## src/rtl/pixel_demux.sv

```systemverilog
// pixel_demux: steers one pixel stream into NUM_OUT independently
// back-pressured output lanes. The target lane is either the explicit select
// or an internal round-robin pointer that returns to lane 0 at end of row.
module pixel_demux #(
  parameter int NUM_OUT   = 4,
  parameter int BUS_WIDTH = 8,
  parameter int SEL_WIDTH = 2
) (
  input  logic                           clk,
  input  logic                           reset,
  input  logic                           mode,
  input  logic [SEL_WIDTH-1:0]           select,
  input  logic [BUS_WIDTH-1:0]           in_data,
  input  logic                           in_valid,
  input  logic                           in_last,
  output logic                           in_ready,
  output logic [NUM_OUT*BUS_WIDTH-1:0]   out_data,
  output logic [NUM_OUT-1:0]             out_valid,
  input  logic [NUM_OUT-1:0]             out_ready,
  output logic [SEL_WIDTH-1:0]           rr_ptr
);

  // Every encodable pointer value gets a slot so that indexing by tgt is
  // always in bounds; slots past NUM_OUT never report free.
  localparam int PAD = 1 << SEL_WIDTH;
  localparam logic [SEL_WIDTH-1:0] LAST_LANE = SEL_WIDTH'(NUM_OUT - 1);

  logic [SEL_WIDTH-1:0] tgt;
  logic                 in_range;
  logic                 accept;
  logic [PAD-1:0]       lane_free;
  logic [NUM_OUT-1:0]   load;

  assign tgt      = mode ? rr_ptr : select;
  assign in_range = ({1'b0, tgt} < (SEL_WIDTH + 1)'(NUM_OUT));
  // Never looks at in_valid, so the upstream can wait on in_ready safely.
  assign in_ready = in_range && lane_free[tgt];
  assign accept   = in_valid && in_ready;

  genvar gi;
  generate
    for (gi = 0; gi < PAD; gi++) begin : g_lane
      if (gi < NUM_OUT) begin : g_real
        logic                 valid_reg;
        logic [BUS_WIDTH-1:0] data_reg;

        // A lane can take a new pixel when empty or when it drains this edge.
        assign lane_free[gi] = !valid_reg || out_ready[gi];
        assign load[gi]      = accept && (tgt == SEL_WIDTH'(gi));

        // One-entry lane register: load wins over drain, stalled data is held.
        always_ff @(posedge clk or posedge reset) begin
          if (reset) begin
            valid_reg <= 1'b0;
            data_reg  <= '0;
          end else if (load[gi]) begin
            valid_reg <= 1'b1;
            data_reg  <= in_data;
          end else if (valid_reg && out_ready[gi]) begin
            valid_reg <= 1'b0;
          end
        end

        assign out_valid[gi]                           = valid_reg;
        assign out_data[gi*BUS_WIDTH +: BUS_WIDTH]     = data_reg;
      end else begin : g_pad
        assign lane_free[gi] = 1'b0;
      end
    end
  endgenerate

  // Round-robin pointer advances only on accepted pixels in round-robin mode;
  // end of row forces lane 0 so every row starts on the same lane.
  always_ff @(posedge clk or posedge reset) begin
    if (reset) begin
      rr_ptr <= '0;
    end else if (accept && mode) begin
      if (in_last) begin
        rr_ptr <= '0;
      end else if (rr_ptr == LAST_LANE) begin
        rr_ptr <= '0;
      end else begin
        rr_ptr <= rr_ptr + 1'b1;
      end
    end
  end

endmodule

```

## config.mk

```make
export PLATFORM = sky130hd
export DESIGN_NAME = pixel_demux
export DESIGN_NICKNAME = d
export VERILOG_FILES = /design/src/rtl/pixel_demux.sv
export SDC_FILE = /design/constraint.sdc
export NUM_CORES = 1
export LEC_CHECK = 0
export CAP_MARGIN = 20
export CORE_MARGIN = 4
export CORE_UTILIZATION = 45
export DETAILED_ROUTE_END_ITERATION = 8
export HOLD_SLACK_MARGIN = 0.08
export MAX_ROUTING_LAYER = met4
export PLACE_DENSITY_LB_ADDON = 0.05
export SLEW_MARGIN = 20
export SYNTH_ARGS = -nofsm -noshare
export SYNTH_HDL_FRONTEND = slang
export SYNTH_SLANG_ARGS = --single-unit
export TNS_END_PERCENT = 1
```

## constraint.sdc

```tcl
create_clock -name clk -period 2.6 [get_ports clk]
set_input_delay 0.39 -clock clk [delete_from_list [all_inputs] [get_ports clk]]
set_output_delay 0.39 -clock clk [all_outputs]
set_load 0.02 [all_outputs]
```

==> flow_summary.ini <==
[worst_setup_path]
arrival_ns = 2.09
critPathKind = in -> out
crit_chain = clkdlybuf4s50_1, and3b_1, o211a_1, a2111oi_4, dlygate4sd2_1
required_ns = 2.21
worstSetupEndpointType = output port
cpMaxStageDelayCell = clkdlybuf4s50_1
critical_path.max_stage_delay_ns = 0.51
start_kind = input pin
critPathMaxFanout = 8

[timing]
clock_skew_ns = 0.003941
fin_tns_setup_ns = 0
fmax_mhz = 403.5
relSlewSlack_pct = 62.50
fin_hold_ws_ns = 0.4744
tightest_slew_ns = 0.5619
hold_viol = 0
rsz0062_at_grt = false
slew_violations = 0
period_minus_slack_ns = 2.478
finalSetupViolations = 0
finalCritPeriodShare_pct = 95.32

[logic_synthesis]
synthFlopType = dfrtp_1
syn-num-nets = 132
synthTopCellsByArea = dfrtp_1 56%, mux2_4 14%, mux2_1 12%
yosysTopAreaCellShare_pct = 55.80
ys_seq_area_share_pct = 55.80
async_flop_share_pct = 100.0
syn-cell-area_sq_um = 1704
synth_seq_cells = 38
syn-instance-count = 112
synth_area_leader_cell = dfrtp_1
syn_area_per_cell_sq_um = 15.22
synth_edf_count = 0
synth.distinct_cells = 28
synth_warnings = 0

[grt]
grt_pass1_wl_microns = 5809
antenna_found_initial = 0
use_met1_pct = 19.43
grt_use_total_pct = 15.97
grt_pass1_vias = 1243
grt_max_degree = 25
busiest_layer = met2
grt_overflow = 0
grtUsageMet3_pct = 5.507
grt_use_met2_pct = 23.73

[cts]
cts.clk_slew.worst_paths_ns = 0.07
clk_path_buf_depth = 2
cts_inserted_buffers = 5
cts_sinks = 38
cts_tree = yes
ctsRootBufferMaster = clkbuf_8
post_cts_buffers = 0
h-tree-depth = 2
clock_latency_ns = 0.28

[cells_and_area]
drive_gt1_share_pct = 20.34
design_area_sq_um = 2462
seqCellArea_sq_um = 950.9
utilization_pct = 67.26
fillers = 266
largest_reg_flops = 32
fin_nets = 197
area.growth.synth_to_final_pct = 44.49
multi_input_area_sq_um = 678.2
antenna_cells = 0

[outcome]
status = completed

[detailed_routing]
drt_iter0_drc = 29
wl_per_cell_microns = 15.18
drt-total-wl_microns = 3415
vias = 1117
drcViolationCount = 0
vias_per_cell = 4.964
dr.pass1.iters = 4
ant_nets = 0

[floorplan]
fp.dieW_microns = 69.54
die_y_microns = 69.54
core_sq_um = 3661
ios = 58
die-area_sq_um = 4836
start_util_pct = 46.55
rows = 22

[placed_design]
gp_congestion = 0.8490
dpl_cell_area_sq_um = 2385
dp_hpwl_microns = 2587
port_buffers = 57

[power]
p_leak_nw = 1.100
totalPowerFinal_mw = 2.867
peakVddDrop_v = 0.0005932
power.density_nw_per_um2 = 1164

[hold_path]
hold_path_class = in -> async

[flow_run]
cap_violations = 0
==> report_power, final <==
group,leakage (nW),total (mW),internal [mW],switching [mW]
registers,0.458,1.04,0.873,0.170
clock network,0.0438,0.364,0.179,0.184
logic,0.598,1.46,0.825,0.636
==> through the flow <==
stage / worst slack (ns) / cells
CTS: 0.1287 / 225
finish: 0.1216 / 225
floorplan: 0.2158 / 112
global placement: -0.1207 / 218
global route: 0.02102 / 225
detailed placement: -0.1555 / 218
==> layout make-up <==
cell class              count  share of cell area (%)
flip-flops and latches     38                   38.62
repair buffers             66                   27.90
multi-input cells          64                   27.54
clock buffers               5                   2.795
well taps                  48                   2.439
clock inverters             2                  0.4065
inverters                   2                  0.3049
==> synth_stat cells, types with 2 or more instances <==
cell      instances
inv_1             2
mux2_1           18
and2_1            2
nand2b_1          2
dfrtp_1          38
mux2_4           16
buf_6             2
a21bo_2           2
a21boi_0          2
o211a_1           2
nor2b_1           2
buf_4             6
and3_1            2
a21oi_1           2
==> cell usage in the layout, fill, tap and decap left out, types with 2 or more instances in the layout <==
cell | netlist | layout
a21bo_2 | 2 | 2
a21boi_0 | 2 | 2
a21oi_1 | 2 | 2
and2_1 | 2 | 2
and3_1 | 2 | 2
buf_12 | 0 | 4
buf_4 | 6 | 5
clkbuf_8 | 0 | 5
clkdlybuf4s50_1 | 0 | 56
clkinv_2 | 0 | 2
dfrtp_1 | 38 | 38
inv_1 | 2 | 2
mux2_1 | 18 | 18
mux2_4 | 16 | 16
nand2b_1 | 2 | 2
nor2b_1 | 2 | 2
o211a_1 | 2 | 2
==> routing by layer <==
layer	vias up	routed length [microns]	share of wire, %
met4	0	59	1.7
met2	37	1587	46
met3	7	225	6.6
li1	524	-	-
met5	-	0	0
met1	549	1543	45
==> path summary, 6_finish.rpt <==
check	start	endpoint	slack [ns]	depth (start not counted)
hold reg to reg	g_lane[0].g_real.data_reg[4]	g_lane[0].g_real.data_reg[4]	0.49	1
setup reg to reg	rr_ptr[0]	g_lane[3].g_real.data_reg[3]	0.34	7
hold / removal	reset	g_lane[3].g_real.data_reg[0]	0.47	2
min in group clk	g_lane[0].g_real.data_reg[4]	g_lane[0].g_real.data_reg[4]	0.49	1
setup / recovery	mode	in_ready	0.12	5
max in group asynchronous	reset	g_lane[1].g_real.data_reg[4]	1.41	3
==> cells by family after synthesis <==
logic type | after synthesis | share of synthesized area (%)
multiplexers | 34 | 25.99
AND/OR/NAND/NOR | 18 | 6.901
AO/OA/AOI/OAI | 11 | 6.167
flip-flops | 38 | 55.80
adder cells (fa/ha/maj) | 1 | 0.7341
buffers and inverters | 10 | 4.405
==> worst max-delay path: cells and delay by family <==
family / cells / cell delay, ns
AO/OA/AOI/OAI: 2 / 0.58
buffers and inverters: 2 / 0.89
AND/OR/NAND/NOR: 1 / 0.23
==> timing repair <==
action                     4_1_cts  5_1_grt
gates resized for setup          1        0
setup endpoints to repair        1        0
hold buffers                     0        0
No activity file was read; power rests on OpenSTA's default activity.
